===== config.mk =====
export PLATFORM = sky130hd
export DESIGN_NAME = sc_div_seq
export DESIGN_NICKNAME = d
export VERILOG_FILES = /design/src/rtl/sc_div_pkg.sv /design/src/rtl/sc_len_cnt.sv /design/src/rtl/sc_div_seq.sv
export SDC_FILE = /design/constraint.sdc
export NUM_CORES = 1
export LEC_CHECK = 0
export ABC_AREA = 1
export CAP_MARGIN = 20
export CORE_MARGIN = 1
export CORE_UTILIZATION = 58
export DETAILED_ROUTE_END_ITERATION = 8
export PLACE_DENSITY = 0.84
export SYNTH_ARGS = -nofsm -noshare
export SYNTH_HDL_FRONTEND = slang
export SYNTH_SLANG_ARGS = --single-unit
export TNS_END_PERCENT = 20

===== constraint.sdc =====
create_clock -name clk -period 3.3 [get_ports clk]
set_input_delay 0.33 -clock clk [delete_from_list [all_inputs] [get_ports clk]]
set_output_delay 0.33 -clock clk [all_outputs]
set_load 0.1 [all_outputs]

===== src/rtl/sc_div_pkg.sv =====
// Shared types and defaults for the stochastic-computing divider sequencer.
package sc_div_pkg;

    localparam int unsigned SC_DIV_LOGLEN_DEF = 8;
    localparam int unsigned SC_DIV_WARMUP_DEF = 16;

    typedef enum logic [2:0] {
        ST_IDLE,
        ST_CLEAR,
        ST_WARM,
        ST_RUN,
        ST_DONE
    } sc_div_state_t;

    // Phase counter must hold both WARMUP (up to 255) and any stream length.
    function automatic int unsigned cnt_width(input int unsigned loglen);
        return (loglen > 8) ? loglen : 8;
    endfunction

endpackage


===== src/rtl/sc_len_cnt.sv =====
// Loadable down-counter with zero flag; times the WARM and RUN phases.
module sc_len_cnt #(
    parameter int unsigned W = 8
) (
    input  logic         clk,
    input  logic         rst_n,
    input  logic         load,
    input  logic [W-1:0] load_val,
    input  logic         dec,
    output logic         zero
);

    logic [W-1:0] cnt_q, cnt_d;

    always_comb begin
        cnt_d = cnt_q;
        if (load) begin
            cnt_d = load_val;
        end else if (dec && (cnt_q != '0)) begin
            cnt_d = cnt_q - W'(1);
        end
    end

    always_ff @(posedge clk or negedge rst_n) begin
        if (!rst_n) begin
            cnt_q <= '0;
        end else begin
            cnt_q <= cnt_d;
        end
    end

    assign zero = (cnt_q == '0);

endmodule


===== src/rtl/sc_div_seq.sv =====
// Run sequencer for a stochastic divider: clear, warm-up, count quotient ones, hand off result.
module sc_div_seq
    import sc_div_pkg::*;
#(
    parameter int unsigned LOGLEN = SC_DIV_LOGLEN_DEF,
    parameter int unsigned WARMUP = SC_DIV_WARMUP_DEF
) (
    input  logic              clk,
    input  logic              rst_n,
    input  logic              start,
    input  logic [LOGLEN-1:0] len,
    input  logic              abort,
    input  logic              q_bit,
    output logic              en,
    output logic              sync_clr,
    output logic              busy,
    output logic [LOGLEN-1:0] result,
    output logic              result_valid,
    input  logic              result_ready
);

    localparam int unsigned CW = cnt_width(LOGLEN);

    sc_div_state_t     state_q, state_d;
    logic [LOGLEN-1:0] len_q, len_d;
    logic [LOGLEN-1:0] ones_q, ones_d;
    logic              en_q, sync_clr_q, busy_q, valid_q;

    logic              start_ok;
    logic              cnt_load, cnt_dec, cnt_zero;
    logic [CW-1:0]     cnt_val;
    logic [CW-1:0]     run_val;

    // Counter is loaded with phase length minus one; the phase ends on the zero flag.
    assign run_val  = CW'(len_q) - CW'(1);
    assign start_ok = start && ((state_q == ST_IDLE) ||
                                ((state_q == ST_DONE) && result_ready));

    always_comb begin
        state_d  = state_q;
        len_d    = len_q;
        ones_d   = ones_q;
        cnt_load = 1'b0;
        cnt_dec  = 1'b0;
        cnt_val  = '0;
        case (state_q)
            ST_IDLE: begin
                if (start_ok) state_d = ST_CLEAR;
            end
            ST_CLEAR: begin
                if (WARMUP != 0) begin
                    state_d  = ST_WARM;
                    cnt_load = 1'b1;
                    cnt_val  = CW'(WARMUP - 1);
                end else if (len_q != '0) begin
                    state_d  = ST_RUN;
                    cnt_load = 1'b1;
                    cnt_val  = run_val;
                end else begin
                    state_d = ST_DONE;
                end
            end
            ST_WARM: begin
                if (!cnt_zero) begin
                    cnt_dec = 1'b1;
                end else if (len_q != '0) begin
                    state_d  = ST_RUN;
                    cnt_load = 1'b1;
                    cnt_val  = run_val;
                end else begin
                    state_d = ST_DONE;
                end
            end
            ST_RUN: begin
                ones_d = ones_q + LOGLEN'(q_bit);
                if (cnt_zero) state_d = ST_DONE;
                else          cnt_dec = 1'b1;
            end
            ST_DONE: begin
                if (result_ready) state_d = start_ok ? ST_CLEAR : ST_IDLE;
            end
            default: state_d = ST_IDLE;
        endcase

        if (start_ok) begin
            len_d  = len;
            ones_d = '0;
        end

        if (abort && ((state_q == ST_CLEAR) || (state_q == ST_WARM) || (state_q == ST_RUN))) begin
            state_d  = ST_IDLE;
            cnt_load = 1'b0;
            cnt_dec  = 1'b0;
        end
    end

    // Outputs are decoded from the next state so they are registered alongside it.
    always_ff @(posedge clk or negedge rst_n) begin
        if (!rst_n) begin
            state_q    <= ST_IDLE;
            len_q      <= '0;
            ones_q     <= '0;
            en_q       <= 1'b0;
            sync_clr_q <= 1'b0;
            busy_q     <= 1'b0;
            valid_q    <= 1'b0;
        end else begin
            state_q    <= state_d;
            len_q      <= len_d;
            ones_q     <= ones_d;
            en_q       <= (state_d == ST_WARM) || (state_d == ST_RUN);
            sync_clr_q <= (state_d == ST_CLEAR);
            busy_q     <= (state_d != ST_IDLE);
            valid_q    <= (state_d == ST_DONE);
        end
    end

    sc_len_cnt #(
        .W (CW)
    ) u_len_cnt (
        .clk      (clk),
        .rst_n    (rst_n),
        .load     (cnt_load),
        .load_val (cnt_val),
        .dec      (cnt_dec),
        .zero     (cnt_zero)
    );

    assign en           = en_q;
    assign sync_clr     = sync_clr_q;
    assign busy         = busy_q;
    assign result       = ones_q;
    assign result_valid = valid_q;

endmodule


==> results_dict.tcl, run 1 <==
set metrics [dict create \
    cp-start-kind "flip-flop" \
    clock_latency_ps 360 \
    max_cap_viol_count 0 \
    syn_to_final_growth_pct 21.9 \
    leakage_nw 1.14 \
    p_seq_share_pct 30.3 \
    clk_pin_slew_worst_paths_ps 110 \
    synth_seq_area_share_pct 42.6 \
    crit_path_end_kind "output pin" \
    synth_top_flop_cell "dfrtp_1" \
    synth_edf_count 0 \
    drc 2 \
    first_pass_iters 6 \
    rr_worst_depth 11 \
    placed_cells 313 \
    swShare_pct 48.9 \
    dp_slack_ps 1400 \
    cts.sinks 31 \
    cpPeakStageDelay_ps 1170 \
    cts_tree "built" \
    synth_seq_cells 31 \
    cts_root_buf "clkbuf_4" \
    finalClockSkew_ps 12.4 \
    layout_commonest_cell "nand2_1" \
    slowest_stage "clkdlybuf4s50_1" \
    critical_path_class "reg2out" \
    min_period_over_period_pct 69.8 \
    die_y_um 58.1 \
    finalInstanceArea_um2 2220 \
    ctsResizeCount 0 \
    path_max_fanout 6 \
    violations "design-rule violations" \
    viasPerCell 4.99 \
    power_frac_clock_pct 15.7 \
    first_global_vias 1482 \
    arrival_ps 1970 \
    fp.dieW_um 58.1 \
    grt_antenna_before_repair 0 \
    syn_nets 266 \
    fp-row-count 19 \
    finalHoldViolations 0 \
    wl_um 3630 \
    core_um2 2880 \
    path_delay_family "buffers and inverters" \
    grt-ovfl-total 0 \
    grt_pass1_wl_um 6450 \
    path_cells "clkdlybuf4s50_1" \
    cts_hold_buf 0 \
    grt_util_all_layers_pct 26.0 \
    cts_buffers 5 \
    synth_cells 246 \
    status "finished, violations left" \
    tightest_slew_ps 975 \
    num_vias 1601 \
    grt_max_degree 32 \
    relSlewSlack_pct 34.8 \
    fin_crit_ps 2300 \
    syn_area_um2 1820 \
    power.density_nw_per_um2 913 \
    drive_above_1_share_pct 8.24 \
    crit_buf_inv 1 \
    ant_nets 0 \
    wire_per_inst_um 11.3 \
    clk_path_buf_depth 2 \
    required_ps 2970 \
    ys_async_sr_fraction_pct 100 \
    final_cells 321 \
    mostFrequentLayoutCells "85 x nand2_1, 31 x dfrtp_1, 29 x inv_1" \
    ys_types 25 \
    start_util_pct 63.4 \
    whs_ps 364 \
    fmax_ghz 0.434 \
    die_area_um2 3370 \
    n_antenna_cell 0 \
    slew_violations 0 \
    internal_power_mw 1.04 \
    first_iter_violations 58 \
    r2r_start "u_len_cnt.cnt_q[0]" \
    final_nets 298 \
    port_buffers 25 \
    min_path_type "in2async" \
    ir_drop_mv 0.540 \
    hpwlAfterDp_um 2650 \
    p_switching_uw 992 \
    dpl_cell_area_um2 2140 \
    rrSetupSlack_ps 1530 \
    avgSynthCellArea_um2 7.41 \
    yosys_warnings 0 \
    finalSetupTns_ps 0 \
    htreeDepth 2 \
    r2r-end "u_len_cnt.cnt_q[4]" \
    setup_viol 0 \
    p_comb_share_pct 54.0 \
    ioPinCount 26 \
    cts_setup_buffers 0 \
    layout_setup_ws_ps 997 \
    gp_congestion 0.841 \
    rsz0062_at_grt "no" \
]
==> how the worst max path moves through the flow <==
stage | startpoint | end | slack [ps] | cells past startpoint
2_1_floorplan | result[0] | result[6] | 1220 | 7
3_3_place_gp | result[4] | result[4] | 1420 | 1
3_5_place_dp | result[3] | result[3] | 1400 | 1
4_1_cts | result[4] | result[4] | 990 | 1
5_1_grt | result[4] | result[4] | 950 | 1
6_report | result[4] | result[4] | 1000 | 1
==> cell type report <==
| type | count | area [um^2] |
|---|---|---|
| clock buffers | 6 | 51.3 |
| clock inverters | 2 | 35.0 |
| fillers | 220 | 654 |
| inverters | 32 | 123 |
| multi-input cells | 181 | 920 |
| flip-flops and latches | 31 | 776 |
| well taps | 42 | 52.6 |
| repair buffers | 27 | 265 |
==> sequential cells by signal, summed over array words and instances, names as in the netlist <==
name and count:
busy 1, result_valid 1, u_len_cnt.cnt_q 8, state_q 3, sync_clr 1, len_q 8, result 8, en 1
==> routing by layer <==
layer / wire length, um / share of wire, % / vias up / GRT usage, %
li1: - / - / 839 / -
met1: 1690 / 47 / 717 / 32.6
met2: 1670 / 46 / 40 / 41.9
met3: 217 / 6.0 / 5 / 9.15
met4: 48 / 1.3 / 0 / 8.84
met5: 0 / 0 / - / 0
==> stage by stage <==
step / utilization [%] / total power [mW]
global route: 77.3 / 2.20
finish: 77.3 / 2.03
CTS: 77.3 / 2.03
floorplan: - / 1.47
global placement: 74.2 / 1.69
detailed placement: 74.2 / 1.72
==> cell families (layout without fill, tap and decap cells) <==
kind of cell	Yosys count	in the layout	share of synthesized area, %
buffers and inverters	34	67	7.28
xor gates and xnor gates	8	8	3.84
adders and majority gates	6	6	4.12
and+or+nand+nor	143	143	35.5
AOI/OAI and AO/OA	24	24	6.73
DFF	31	31	42.6
==> cell usage after synthesis (2+ instances only) <==
master	n	area share, %
a21oi_1	9	2.5
buf_2	2	0.55
dfrtp_1	31	43
ha_1	6	4.1
inv_1	29	6.0
inv_2	2	0.41
nand2_1	85	18
nand2_4	3	1.9
nand3_1	15	4.1
nand4_1	6	2.1
nor2_1	25	5.1
nor3_1	2	0.55
o21ai_0	12	3.3
o21ai_1	2	0.55
xnor2_1	4	1.9
xor2_1	4	1.9
==> power groups by stage <==
stage               clock network [mW]  logic, mW  registers (mW)
global route                     0.333       1.24           0.630
global placement                     0       1.07           0.616
floorplan                            0      0.712           0.761
CTS                              0.320       1.10           0.613
detailed placement                   0       1.10           0.619
finish                           0.318       1.10           0.616
(Power assumes the default switching activity.)
==> run 2: changes to the inputs <==
--- a/config.mk
+++ b/config.mk
@@ -8,9 +8,9 @@
 export ABC_AREA = 1
 export CAP_MARGIN = 20
 export CORE_MARGIN = 1
-export CORE_UTILIZATION = 58
+export CORE_UTILIZATION = 49
 export DETAILED_ROUTE_END_ITERATION = 8
-export PLACE_DENSITY = 0.84
+export PLACE_DENSITY = 0.76
 export SYNTH_ARGS = -nofsm -noshare
 export SYNTH_HDL_FRONTEND = slang
 export SYNTH_SLANG_ARGS = --single-unit
==> constraint.sdc (replaced) <==
create_clock -name clk -period 1.9 [get_ports clk]
set_input_delay 0.19 -clock clk [delete_from_list [all_inputs] [get_ports clk]]
set_output_delay 0.19 -clock clk [all_outputs]
set_load 0.1 [all_outputs]
==> results_dict.tcl, run 2 (synthesis results as in run 1) <==
set metrics [dict create \
    status "finished clean" \
    mostFrequentLayoutCells "85 x nand2_1, 29 x dfrtp_1, 28 x inv_1" \
    cp-start-kind "flip-flop" \
    clk_pin_slew_worst_paths_ps 70 \
    first_global_vias 1404 \
    core_um2 3440 \
    wire_per_inst_um 11.1 \
    finalSetupTns_ps 0 \
    min_period_over_period_pct 90.1 \
    layout_setup_ws_ps 187 \
    power.density_nw_per_um2 1600 \
    drive_above_1_share_pct 13.6 \
    ioPinCount 26 \
    top_usage_layer "met2" \
    leakage_nw 1.16 \
    dp_slack_ps 136 \
    crit_buf_inv 2 \
    use_met1_pct 28.3 \
    cts.sinks 31 \
    crit_path_end_kind "flip-flop" \
    htreeDepth 2 \
    ant_nets 0 \
    grt-ovfl-total 0 \
    cts_setup_buffers 0 \
    tightest_slew_ps 389 \
    syn_to_final_growth_pct 21.8 \
    first_pass_iters 4 \
    required_ps 2080 \
    finalHoldViolations 0 \
    grt_antenna_before_repair 0 \
    layout_commonest_cell "nand2_1" \
    cpPeakStageDelay_ps 390 \
    relSlewSlack_pct 74.0 \
    whs_ps 301 \
    first_iter_violations 100 \
    fp-row-count 21 \
    cts_tree "built" \
    finalInstanceArea_um2 2220 \
    fin_crit_ps 1710 \
    fmax_ghz 0.584 \
    start_util_pct 53.0 \
    path_max_fanout 10 \
    final_nets 299 \
    grt_max_degree 32 \
    viasPerCell 4.91 \
    n_antenna_cell 0 \
    cts_hold_buf 0 \
    path_cells "inv_1 -> ha_1 -> nand2_1 -> nor2_8 -> nand3_4 -> nand2_4 -> nand2_4 -> nand2_4 -> inv_4 -> nand2_1 -> nand2_1" \
    drc 0 \
    ctsResizeCount 0 \
    critical_path_class "reg2reg" \
    grt_util_all_layers_pct 21.2 \
    die_area_um2 3970 \
    dpl_cell_area_um2 2120 \
    clk_path_buf_depth 2 \
    cts_root_buf "clkbuf_8" \
    clock_latency_ps 290 \
    fp.dieW_um 63.0 \
    grtUsageMet3_pct 5.66 \
    use_met2_pct 31.9 \
    num_vias 1602 \
    slowest_stage "dfrtp_1" \
    max_cap_viol_count 0 \
    finalClockSkew_ps 6.46 \
    cts_buffers 5 \
    arrival_ps 1890 \
    slew_violations 0 \
    wl_um 3630 \
    gp_congestion 0.810 \
    hpwlAfterDp_um 2680 \
    rsz0062_at_grt "no" \
    ir_drop_mv 0.629 \
    die_y_um 63.0 \
    grt_pass1_wl_um 6400 \
    path_delay_family "simple AND/OR/NAND/NOR gates" \
    min_path_type "in2async" \
    setup_viol 0 \
    port_buffers 25 \
    power_mw 3.56 \
]
-- run 2: worst paths after layout --
kind,cells after the start,to,startpoint,slack [ps]
worst max register to register,11,u_len_cnt.cnt_q[4],u_len_cnt.cnt_q[0],190
worst min-delay path,2,result[3],rst_n,300
worst max-delay path,11,u_len_cnt.cnt_q[4],u_len_cnt.cnt_q[0],190
min in group clk,3,len_q[5],len[5],450
max in group asynchronous,2,result[0],rst_n,1300
worst min register to register,2,u_len_cnt.cnt_q[0],u_len_cnt.cnt_q[0],510
-- run 2: layout make-up --
class / instances / area (um^2)
fill: 307 / 1220
multi-input combinational: 181 / 920
sequential: 31 / 778
timing repair buffer: 28 / 243
inverter: 32 / 123
clock buffer: 8 / 100
tap: 46 / 57.6
-- run 2: power breakdown --
| part | internal, mW | leakage (nW) | total [mW] | switching [mW] |
|---|---|---|---|---|
| clock | 0.330 | 0.0515 | 0.571 | 0.241 |
| combinational | 0.604 | 0.711 | 1.91 | 1.31 |
| sequential | 0.887 | 0.398 | 1.08 | 0.191 |
-- run 2: routing by layer --
metal	routed length, um	up-vias
li1	-	837
met4	65	0
met2	1620	33
met1	1770	727
met3	174	5
met5	0	-
-- run 2: metrics by stage --
step	utilization, %	cells
5_1_grt	64.5	326
3_5_place_dp	61.6	318
4_1_cts	64.5	326
3_3_place_gp	61.6	318
2_1_floorplan	-	246
6_report	64.5	326
